## src/rtl/flow_ctrl.sv

```systemverilog
// Pipeline flow controller: drives WORK/STOP/REFRESH codes into PC and inter-stage registers.
// Latency: flow codes and pc_sel are combinational (same cycle); state, counters, busy are registered.
// Backpressure: a bus wait freezes PC..EX/MEM and bubbles MEM/WB; divide and load-use stall the front end.

`ifndef CPU_WIDTH
`define CPU_WIDTH 32
`endif
`ifndef FLOW_WIDTH
`define FLOW_WIDTH 2
`endif
`ifndef FLOW_WORK
`define FLOW_WORK 2'd0
`endif
`ifndef FLOW_STOP
`define FLOW_STOP 2'd1
`endif
`ifndef FLOW_REFRESH
`define FLOW_REFRESH 2'd2
`endif

module flow_ctrl #(
  parameter int DIV_TIMEOUT = 64,
  parameter int CNT_WIDTH   = 32
) (
  input  logic                   clk,
  input  logic                   rst_n,
  input  logic                   ld_use_hazard_i,
  input  logic                   jump_taken_i,
  input  logic [`CPU_WIDTH-1:0]  jump_addr_i,
  input  logic                   div_start_i,
  input  logic                   div_done_i,
  input  logic                   mem_req_i,
  input  logic                   mem_ready_i,
  output logic [`FLOW_WIDTH-1:0] flow_pc_o,
  output logic [`FLOW_WIDTH-1:0] flow_if_de_o,
  output logic [`FLOW_WIDTH-1:0] flow_de_ex_o,
  output logic [`FLOW_WIDTH-1:0] flow_ex_mem_o,
  output logic [`FLOW_WIDTH-1:0] flow_mem_wb_o,
  output logic                   pc_sel_o,
  output logic [`CPU_WIDTH-1:0]  jump_addr_o,
  output logic                   div_busy_o,
  output logic                   div_err_o,
  output logic [CNT_WIDTH-1:0]   stall_cnt_o
);

  // Counter only needs to reach DIV_TIMEOUT-1; the abort fires there.
  localparam int DW = (DIV_TIMEOUT > 2) ? $clog2(DIV_TIMEOUT) : 1;

  typedef enum logic [1:0] {
    ST_RUN      = 2'd0,
    ST_LD_STALL = 2'd1,
    ST_DIV_WAIT = 2'd2
  } state_t;

  state_t                 r_state;
  logic [DW-1:0]          r_div_cnt;
  logic                   r_done_pend;
  logic [CNT_WIDTH-1:0]   r_stall_cnt;

  logic                   w_bus_wait;
  logic                   w_div_fin;
  logic                   w_div_abort;
  logic                   w_pc_sel;

  // Event decode shared by the flow logic and the state register.
  always_comb begin
    w_bus_wait  = mem_req_i & ~mem_ready_i;
    w_div_fin   = (r_state == ST_DIV_WAIT) & (div_done_i | r_done_pend);
    w_div_abort = (r_state == ST_DIV_WAIT) & ~w_div_fin &
                  (r_div_cnt == DW'(DIV_TIMEOUT - 1));
  end

  // Flow codes: reset refresh, then bus wait override, then per-state hazard handling.
  always_comb begin
    flow_pc_o     = `FLOW_WORK;
    flow_if_de_o  = `FLOW_WORK;
    flow_de_ex_o  = `FLOW_WORK;
    flow_ex_mem_o = `FLOW_WORK;
    flow_mem_wb_o = `FLOW_WORK;
    w_pc_sel      = 1'b0;
    if (!rst_n) begin
      flow_pc_o     = `FLOW_REFRESH;
      flow_if_de_o  = `FLOW_REFRESH;
      flow_de_ex_o  = `FLOW_REFRESH;
      flow_ex_mem_o = `FLOW_REFRESH;
      flow_mem_wb_o = `FLOW_REFRESH;
    end else if (w_bus_wait) begin
      flow_pc_o     = `FLOW_STOP;
      flow_if_de_o  = `FLOW_STOP;
      flow_de_ex_o  = `FLOW_STOP;
      flow_ex_mem_o = `FLOW_STOP;
      flow_mem_wb_o = `FLOW_REFRESH;
    end else begin
      case (r_state)
        ST_RUN: begin
          if (jump_taken_i) begin
            w_pc_sel     = 1'b1;
            flow_if_de_o = `FLOW_REFRESH;
            flow_de_ex_o = `FLOW_REFRESH;
          end else if (div_start_i) begin
            // Divide issues this cycle; stalling begins next cycle.
          end else if (ld_use_hazard_i) begin
            flow_pc_o    = `FLOW_STOP;
            flow_if_de_o = `FLOW_STOP;
            flow_de_ex_o = `FLOW_REFRESH;
          end
        end
        ST_LD_STALL: begin
          // The single bubble is already inserted; only a jump changes the flow.
          if (jump_taken_i) begin
            w_pc_sel     = 1'b1;
            flow_if_de_o = `FLOW_REFRESH;
            flow_de_ex_o = `FLOW_REFRESH;
          end
        end
        ST_DIV_WAIT: begin
          if (!w_div_fin && !w_div_abort) begin
            flow_pc_o     = `FLOW_STOP;
            flow_if_de_o  = `FLOW_STOP;
            flow_de_ex_o  = `FLOW_STOP;
            flow_ex_mem_o = `FLOW_REFRESH;
          end
        end
        default: begin
        end
      endcase
    end
  end

  // Control/status outputs; everything is forced quiet while reset is asserted.
  always_comb begin
    pc_sel_o    = w_pc_sel;
    jump_addr_o = w_pc_sel ? jump_addr_i : '0;
    div_busy_o  = rst_n & (r_state == ST_DIV_WAIT);
    div_err_o   = rst_n & ~w_bus_wait & w_div_abort;
    stall_cnt_o = r_stall_cnt;
  end

  // FSM, divide watchdog counter, pending-done flag and saturating stall counter.
  always_ff @(posedge clk) begin
    if (!rst_n) begin
      r_state     <= ST_RUN;
      r_div_cnt   <= '0;
      r_done_pend <= 1'b0;
      r_stall_cnt <= '0;
    end else begin
      if ((flow_pc_o == `FLOW_STOP) && (r_stall_cnt != {CNT_WIDTH{1'b1}})) begin
        r_stall_cnt <= r_stall_cnt + CNT_WIDTH'(1);
      end
      if (w_bus_wait) begin
        // Everything holds; a done that lands during the wait is remembered.
        if ((r_state == ST_DIV_WAIT) && div_done_i) begin
          r_done_pend <= 1'b1;
        end
      end else begin
        case (r_state)
          ST_RUN: begin
            if (!jump_taken_i && div_start_i) begin
              r_state     <= ST_DIV_WAIT;
              r_div_cnt   <= '0;
              r_done_pend <= 1'b0;
            end else if (!jump_taken_i && ld_use_hazard_i) begin
              r_state <= ST_LD_STALL;
            end
          end
          ST_LD_STALL: begin
            r_state <= ST_RUN;
          end
          ST_DIV_WAIT: begin
            if (w_div_fin || w_div_abort) begin
              r_state     <= ST_RUN;
              r_done_pend <= 1'b0;
            end else begin
              r_div_cnt <= r_div_cnt + DW'(1);
            end
          end
          default: begin
            r_state <= ST_RUN;
          end
        endcase
      end
    end
  end

endmodule

```

## config.mk

```make
export PLATFORM = sky130hd
export DESIGN_NAME = flow_ctrl
export DESIGN_NICKNAME = d
export VERILOG_FILES = /design/src/rtl/flow_ctrl.sv
export SDC_FILE = /design/constraint.sdc
export NUM_CORES = 1
export LEC_CHECK = 0
export CAP_MARGIN = 0
export CORE_MARGIN = 1
export CORE_UTILIZATION = 42
export DETAILED_ROUTE_END_ITERATION = 10
export HOLD_SLACK_MARGIN = 0.06
export PLACE_DENSITY = 0.82
export SLEW_MARGIN = 10
export SYNTH_ARGS = -nofsm -noshare
export SYNTH_HDL_FRONTEND = slang
export SYNTH_SLANG_ARGS = --single-unit
```

## constraint.sdc

```tcl
create_clock -name clk -period 4 [get_ports clk]
set_input_delay 1.2 -clock clk [delete_from_list [all_inputs] [get_ports clk]]
set_output_delay 1.2 -clock clk [all_outputs]
set_load 0.1 [all_outputs]
```

## Yosys cells after proc, flatten, opt, wreduce, memory -nomap -nowiden

Cells that the tools add are included.

| word-level totals | value |
|---|---|
| register bits after elaboration | 41 |
| logic and storage cells | 86 |

| cells by class | value |
|---|---|
| $add $sub $neg | 2 |
| eq/ne operators | 12 |
| muxes and demuxes | 41 |
| bitwise logic cells | 11 |
| reduce and logical (&&, ||, !) cells | 16 |

Operator list:

| kind | count |
|---|---|
| 2-bit two-way mux | 19 |
| 32-bit by 1-bit adder with 32-bit output (second input constant) | 1 |
| 32-bit two-way mux | 1 |
| 32-bit != test (second input constant) | 1 |
| 1-bit two-way mux | 13 |
| 6-bit two-way mux | 2 |
| 2-bit one-hot mux with 3 select lines | 2 |
| 6-bit one-hot mux with 2 select lines | 1 |
| 4-bit AND reduction | 2 |
| 1-bit bitwise AND | 7 |
| 6-bit by 1-bit adder with 6-bit output (second input constant) | 1 |
| 6-bit == test (second input constant) | 1 |
| 3-bit != test (second input constant) | 2 |
| 1-bit logical AND | 5 |
| 2-bit by 1-bit == test with 1-bit output (second input constant) | 2 |
| 2-bit by 1-bit != test with 1-bit output (second input constant) | 2 |
| 2-bit != test (second input constant) | 2 |
| 1-bit one-hot mux with 2 select lines | 2 |
| 2-bit one-hot mux with 2 select lines | 1 |
| 1-bit logical NOT | 3 |
| 3-bit by 2-bit != test with 1-bit output (second input constant) | 1 |
| 1-bit inverter | 3 |
| 3-bit AND reduction | 1 |
| 3-bit nonzero test | 1 |
| other kinds (6) | 6 |

## Logic depth before layout (Yosys ltp)

Gate-level depths: netlist of run 1.

| depth | value |
|---|---|
| word-level depth | 13 |
| mapped depth | 9 |

## Worst setup path after synthesis of run 1

Ideal clock, no wire load.

| path | value |
|---|---|
| path kind | input to output |
| from | input mem_ready_i |
| to | output jump_addr_o[22] |
| arrival | 4441 ps |
| required time | 2800 ps |
| slack | -1641 ps |
| cell stages on the path | 5 |
| path buffers | 1 |
| cells stage by stage | nand2b_1 > nand2_1 > nor3b_1 > clkbuf_1 > and2_1 |

| on the way | value |
|---|---|
| longest elaborated chain between the ends | 5 |

RTL lines:

| item | RTL line | text |
|---|---|---|
| start: declaration | 33 | `input logic mem_ready_i,` |
| 1-bit inverter | 67 | `w_bus_wait = mem_req_i & ~mem_ready_i;` |
| 1-bit bitwise AND | 67 |  |
| 1-bit two-way mux | 87 | `end else if (w_bus_wait) begin` |
| 1-bit two-way mux | 81 | `if (!rst_n) begin` |
| net pc_sel_o | 39 | `output logic pc_sel_o,` |
| 32-bit two-way mux | 133 | `jump_addr_o = w_pc_sel ? jump_addr_i : '0;` |
| end: declaration | 40 | `` output logic [`CPU_WIDTH-1:0] jump_addr_o, `` |

The timed path passes the listed nets, and every way through them passes these cells.

## Worst setup path after layout of run 1

| path | value |
|---|---|
| from | input ld_use_hazard_i |
| to | output flow_pc_o[0] |

| on the way | value |
|---|---|
| longest elaborated chain between the ends | 6 |

RTL lines:

| item | RTL line | text |
|---|---|---|
| start: declaration | 27 | `input logic ld_use_hazard_i,` |
| 1-bit two-way mux | 102 | `end else if (ld_use_hazard_i) begin` |
| 1-bit two-way mux | 100 | `end else if (div_start_i) begin` |
| 1-bit two-way mux | 96 | `if (jump_taken_i) begin` |
| 1-bit one-hot mux with 2 select lines | 94 | `case (r_state)` |
| 1-bit two-way mux | 87 |  |
| 2-bit two-way mux | 81 |  |
| end: declaration | 34 | `` output logic [`FLOW_WIDTH-1:0] flow_pc_o, `` |

No other way between the ends.

==> results.json, run 1 <==
{
  "dpl_cell_area_sq_mm": 0.004285,
  "synth_top_area_share_pct": 32.77,
  "fmax_ghz": 0.2538,
  "synth_commonest_cells": "dfxtp_1 (41), and2_1 (33), nand2_1 (30), a21oi_1 (21), o31ai_1 (15)",
  "portBuffers": 115,
  "hold_buffers": 0,
  "synthArstFlopShare_pct": 0,
  "post-place-cells": 489,
  "p_total_mw": 1.059,
  "rr_worst_depth": 7,
  "post-dp-hpwl_mm": 6.490,
  "numCtsBuffers": 5,
  "seq_area_frac_synth_pct": 32.77,
  "outcome": "finished, final reports clean",
  "power_leakage_nw": 1.675,
  "cp.arrival_ns": 2.74,
  "dp_slack_ns": -0.06683,
  "cts_sinks": 41,
  "drtIter0Drc": 250,
  "area_delta_synth_final_pct": 80.27,
  "ios": 117,
  "slew_headroom_pct": 35.00,
  "synth.avg_cell_area_sq_um": 8.159,
  "final.min_clock_period_ns": 3.939,
  "whs_path_depth": 2,
  "cts_tree": "built",
  "multi_input_comb_area_sq_mm": 0.001712,
  "die_h_um": 79.23,
  "synthTopCellsByArea": "dfxtp_1 (33%), and2_1 (8.2%), nand2_1 (4.5%), o31ai_1 (4.5%), mux2i_1 (4.4%)",
  "first_global_vias": 2723,
  "seq_area_sq_um": 820.8,
  "drc_errors": 0,
  "setup_violations": 0,
  "fp.coreArea_sq_mm": 0.005642,
  "gr-usage-all-layers_pct": 26.60,
  "max_slew.worst_pin.slew_ns": 0.9719,
  "wl_mm": 8.831,
  "clk_pin_slew_worst_paths_ns": 0.07,
  "detail-route-antenna-nets": 0,
  "synth-edff-count": 0,
  "fin_cells": 502,
  "ys_types": 50,
  "netlist_instances": 307,
  "final.period_utilization_pct": 98.49,
  "fp.dieW_um": 79.23,
  "drt_pass1_iterations": 5,
  "vias": 2940,
  "holdWs_ns": 0.4971,
  "rsz0062_at_grt": "true",
  "fp-row-count": 27,
  "final.setup_skew_ns": 0.009210,
  "worstPathCellList": "clkdlybuf4s50_1 > or3b_1 > o31ai_4 > o21ai_4 > clkinvlp_4 > buf_12",
  "hold_class": "register to register",
  "synth_area_leader_cell": "dfxtp_1",
  "root_buffer": "clkbuf_8",
  "grt_pass1_wl_mm": 13.14,
  "diodes": 0,
  "gp_congestion": 0.9429,
  "cap_violations": 0,
  "start_kind": "input port",
  "synth.cell_area_sq_mm": 0.002505,
  "yosys_warnings": 0,
  "cpMaxStageDelayCell": "clkdlybuf4s50_1",
  "viasPerCell": 5.857,
  "antenna_found_initial": 0,
  "ir_drop_uv": 186.8,
  "drive_gt1_share_pct": 30.23,
  "dieArea_sq_mm": 0.006277,
  "syn-num-nets": 349,
  "start_util_pct": 44.40,
  "critPathMaxStageDelay_ns": 0.44,
  "cp.required_ns": 2.80,
  "htreeDepth": 2,
  "cp_max_fo": 4,
  "crit_type": "input port to output port",
  "routedWlPerCell_um": 17.59,
  "ys.flop_type": "dfxtp_1",
  "cts_buffer_depth": 2,
  "grt_max_degree": 40,
  "fin_nets": 471,
  "powerDensity_mw_per_mm2": 234.4,
  "slew_violations": 0,
  "endpoint_kind": "output port",
  "yosysMostFrequentCell": "dfxtp_1",
  "overflow": 0,
  "timing.final.ws_setup_ns": 0.06055,
  "synth-seq-cells": 41,
  "finalInstanceArea_sq_mm": 0.004516,
  "hold_viol": 0,
  "fill_cells": 352,
  "clock_latency_ns": 0.30
}
-- area by class of cell --
cell class,count,area share [%]
multi-input combinational,240,37.91
timing repair buffer,134,39.35
sequential,41,18.18
clock buffer,6,1.607
inverter,7,0.7481
clock inverter,2,0.2217
tap,72,1.995
-- final timing paths --
| check | slack (ns) | endpoint | start |
|---|---|---|---|
| worst max register to register | 1.05 | stall_cnt_o[11]$_SDFFE_PN0P_ | stall_cnt_o[0]$_SDFFE_PN0P_ |
| worst max-delay path | 0.06 | flow_pc_o[0] | ld_use_hazard_i |
| worst min-delay path | 0.50 | stall_cnt_o[31]$_SDFFE_PN0P_ | stall_cnt_o[31]$_SDFFE_PN0P_ |
| worst min register to register | 0.50 | stall_cnt_o[31]$_SDFFE_PN0P_ | stall_cnt_o[31]$_SDFFE_PN0P_ |
-- critical path, delay by kind of cell --
family,cells,cell delay [ns]
simple gates,1,0.42
buf+inv,3,0.73
compound gates,2,0.39
-- power breakdown --
group	total, mW	internal [mW]	switching, mW
Clock	0.266	0.121	0.145
Sequential	0.417	0.411	0.00641
Combinational	0.376	0.151	0.225
Total	1.06	0.682	0.376
-- state kept, by name, summed over array words and instances (netlist names) --
signal,flops
r_div_cnt,6
r_done_pend,1
r_state,2
stall_cnt_o,32
-- layer usage --
| metal | vias up | global-route usage (%) | wire length (um) |
|---|---|---|---|
| li1 | 1383 | - | - |
| met5 | - | 0 | 0 |
| met2 | 153 | 47.67 | 4674 |
| met1 | 1378 | 32.38 | 3425 |
| met4 | 0 | 8.909 | 185 |
| met3 | 26 | 3.563 | 547 |
-- timing repair --
action,in CTS,in global routing
pin swaps,1,2
gates cloned,0,3
setup endpoints to repair,7,36
buffers inserted,0,2
gates resized for setup,4,8
-- per-stage QoR --
step | util (%) | setup TNS (ns)
global route | 80.04 | -0.01441
detailed placement | 75.96 | -0.1549
CTS | 77.82 | -0.001402
floorplan | - | 0
global placement | 75.96 | -0.08848
finish | 80.04 | 0
-- cells by family (layout without fill, tap and decap cells) --
| group | Yosys count | in the layout | share of synthesized area (%) |
|---|---|---|---|
| AOI/OAI and AO/OA | 66 | 66 | 17.93 |
| xor gates and xnor gates | 5 | 5 | 1.748 |
| adders and majority gates | 2 | 2 | 0.9988 |
| buffers and inverters | 26 | 149 | 5.295 |
| DFF | 41 | 41 | 32.77 |
| muxes | 11 | 11 | 4.396 |
| other | 1 | 1 | 0.1497 |
| and+or+nand+nor | 155 | 155 | 36.71 |
-- cells in the final DEF, fill, tap and decap left out, drive strengths merged, types with 9 or more instances in the layout --
cell           synthesis  layout
buf                    9      76
clkdlybuf4s50          0      51
dfxtp                 41      41
and2                  33      33
nand2                 30      30
a21oi                 22      22
o31ai                 15      15
nand3                 13      13
or4                   13      13
mux2i                 11      11
nor2                  11      11
nand4                  9       9
nand2b                 9       9
clkbuf                10       9
(Power assumes the default switching activity.)
==> run 2: changes to the inputs <==
--- a/config.mk
+++ b/config.mk
@@ -9,6 +9,7 @@
 export CORE_MARGIN = 1
 export CORE_UTILIZATION = 42
 export DETAILED_ROUTE_END_ITERATION = 10
+export GPL_TIMING_DRIVEN = 0
 export HOLD_SLACK_MARGIN = 0.06
 export PLACE_DENSITY = 0.82
 export SLEW_MARGIN = 10
==> run 2 against run 1 <==
Against the previous run: hold slack about the same; utilization down 4.4 points; clock power rose by 31%; sequential power about the same; cell count up 1.8%; routed wire length is 2.3% lower; non-clock buffer count grew 9; setup slack worse by 0.045 ns; critical endpoint unchanged; highest routed layer unchanged.
==> results.json, run 2 (synthesized netlist as in run 1, its figures left out) <==
{
  "outcome": "finished, final reports clean",
  "internal-power_mw": 0.7325,
  "switching_share_pct": 33.63,
  "antenna_found_initial": 0,
  "final.period_utilization_pct": 99.62,
  "fp-row-count": 27,
  "final.min_clock_period_ns": 3.985,
  "fp.dieW_um": 79.23,
  "die_h_um": 79.23,
  "cts_tree": "built",
  "cap_violations": 0,
  "dpl_cell_area_sq_mm": 0.003886,
  "drtIter0Drc": 211,
  "root_buffer": "clkbuf_8",
  "ios": 117,
  "combPwrFrac_pct": 30.7,
  "routedWlPerCell_um": 16.89,
  "vias": 2924,
  "endpoint_kind": "output port",
  "layout_common_cells": "clkdlybuf4s50_1 (65), dfxtp_1 (41), nand2_1 (29)",
  "fin_nets": 480,
  "final.setup_skew_ns": 0.005920,
  "drc_errors": 0,
  "cp.required_ns": 2.80,
  "slew_violations": 0,
  "slew_headroom_pct": 29.72,
  "hold_class": "register to register",
  "seqPwrFrac_pct": 37.7,
  "viasPerCell": 5.722,
  "start_kind": "input port",
  "start_util_pct": 44.40,
  "portBuffers": 115,
  "numCtsBuffers": 5,
  "power_leakage_nw": 1.572,
  "detail-route-antenna-nets": 0,
  "p_total_mw": 1.104,
  "setup_violations": 0,
  "rsz0062_at_grt": "true",
  "fp.coreArea_sq_mm": 0.005642,
  "clock_latency_ns": 0.29,
  "crit_type": "input port to output port",
  "cp_max_fo": 4,
  "max_slew.worst_pin.slew_ns": 1.051,
  "dieArea_sq_mm": 0.006277,
  "area_delta_synth_final_pct": 70.43,
  "worstPathCellList": "clkdlybuf4s50_1 > or3b_4 > o31ai_4 > o21ai_4 > clkinvlp_4 > buf_12",
  "overflow": 0,
  "p_switching_mw": 0.3712,
  "critPathMaxStageDelay_ns": 0.43,
  "diodes": 0,
  "clkPwrFrac_pct": 31.6,
  "first_global_vias": 2614,
  "gp_congestion": 0.8632,
  "powerDensity_mw_per_mm2": 258.5,
  "fmax_ghz": 0.2510,
  "finalInstanceArea_sq_mm": 0.004269,
  "largest_register_ffs": 32,
  "cpMaxStageDelayCell": "clkdlybuf4s50_1",
  "wl_mm": 8.632,
  "clk_pin_slew_worst_paths_ns": 0.07,
  "post-dp-hpwl_mm": 6.121,
  "cts_sinks": 41,
  "htreeDepth": 2,
  "grt_pass1_wl_mm": 13.03,
  "gr-usage-all-layers_pct": 26.25,
  "cp.arrival_ns": 2.78,
  "hold_viol": 0,
  "ir_drop_uv": 180.3,
  "grt_max_degree": 13,
  "tns_ns": 0,
  "drt_pass1_iterations": 5,
  "cts_buffer_depth": 2,
  "layout_commonest_cell": "clkdlybuf4s50_1",
  "drive_gt1_share_pct": 27.56
}
[run 2: changes by cell type in the layout (fill, tap and decap cells not counted), sizes merged]
cell           before  now
clkinv              2    0
dlygate4sd2         0    4
dlymetal6s2s        4    3
clkdlybuf4s50      51   65
buf                76   59
bufinv              0    1
clkbuf              9   19
[run 2: per-stage QoR]
step                utilization (%)  hold WS, ns  std cells  setup slack, ns
finish                        75.67       0.4975        511          0.01536
global route                  75.67       0.5070        511         -0.02361
CTS                           72.99       0.4986        508          -0.1347
detailed placement            68.88       0.4811        494           -1.447
global placement              68.88       0.4706        494           -1.445
floorplan                         -       0.4769        307          0.01888
[run 2: final cells by class]
cell class	count	area [sq um]
repair buffers	126	1369
flip-flops and latches	41	820.8
well taps	72	90.09
plain buffers	17	125.1
clock buffers	7	86.33
inverters	7	33.78
clock inverters	1	30.03
fillers	404	1373
multi-input cells	240	1714
[run 2: final timing paths]
path	slack (ns)	startpoint	depth (start not counted)	endpoint
setup / recovery	0.02	div_start_i	6	flow_pc_o[0]
hold / removal	0.50	stall_cnt_o[13]$_SDFFE_PN0P_	2	stall_cnt_o[13]$_SDFFE_PN0P_
setup reg to reg	1.33	stall_cnt_o[0]$_SDFFE_PN0P_	6	stall_cnt_o[28]$_SDFFE_PN0P_
hold reg to reg	0.50	stall_cnt_o[13]$_SDFFE_PN0P_	2	stall_cnt_o[13]$_SDFFE_PN0P_
[run 2: critical path: cells and delay by family]
family	cells	cell delay, ns
AO/OA/AOI/OAI	2	0.43
AND/OR/NAND/NOR	1	0.42
buffers and inverters	3	0.73
[run 2: power by group through the flow]
stage          sequential, mW  combinational [mW]  clock [mW]
3_3_place_gp            0.425               0.304           0
3_5_place_dp            0.425               0.306           0
4_1_cts                 0.415               0.323       0.354
2_1_floorplan           0.431               0.206           0
5_1_grt                 0.416               0.350       0.368
6_report                0.416               0.339       0.349
[run 2: metal layers]
layer,track usage (%),wire (um)
met5,0,0
met4,6.364,78
met3,4.023,524
met2,44.31,4413
met1,34.80,3616
[run 2: timing repair]
action,in CTS,in global routing
endpoints found under the hold margin,0,0
gates resized for setup,306,36
gates cloned,1,0
endpoints found under the setup margin,44,36
setup buffers,6,4
hold buffers,0,0
pin swaps,3,3
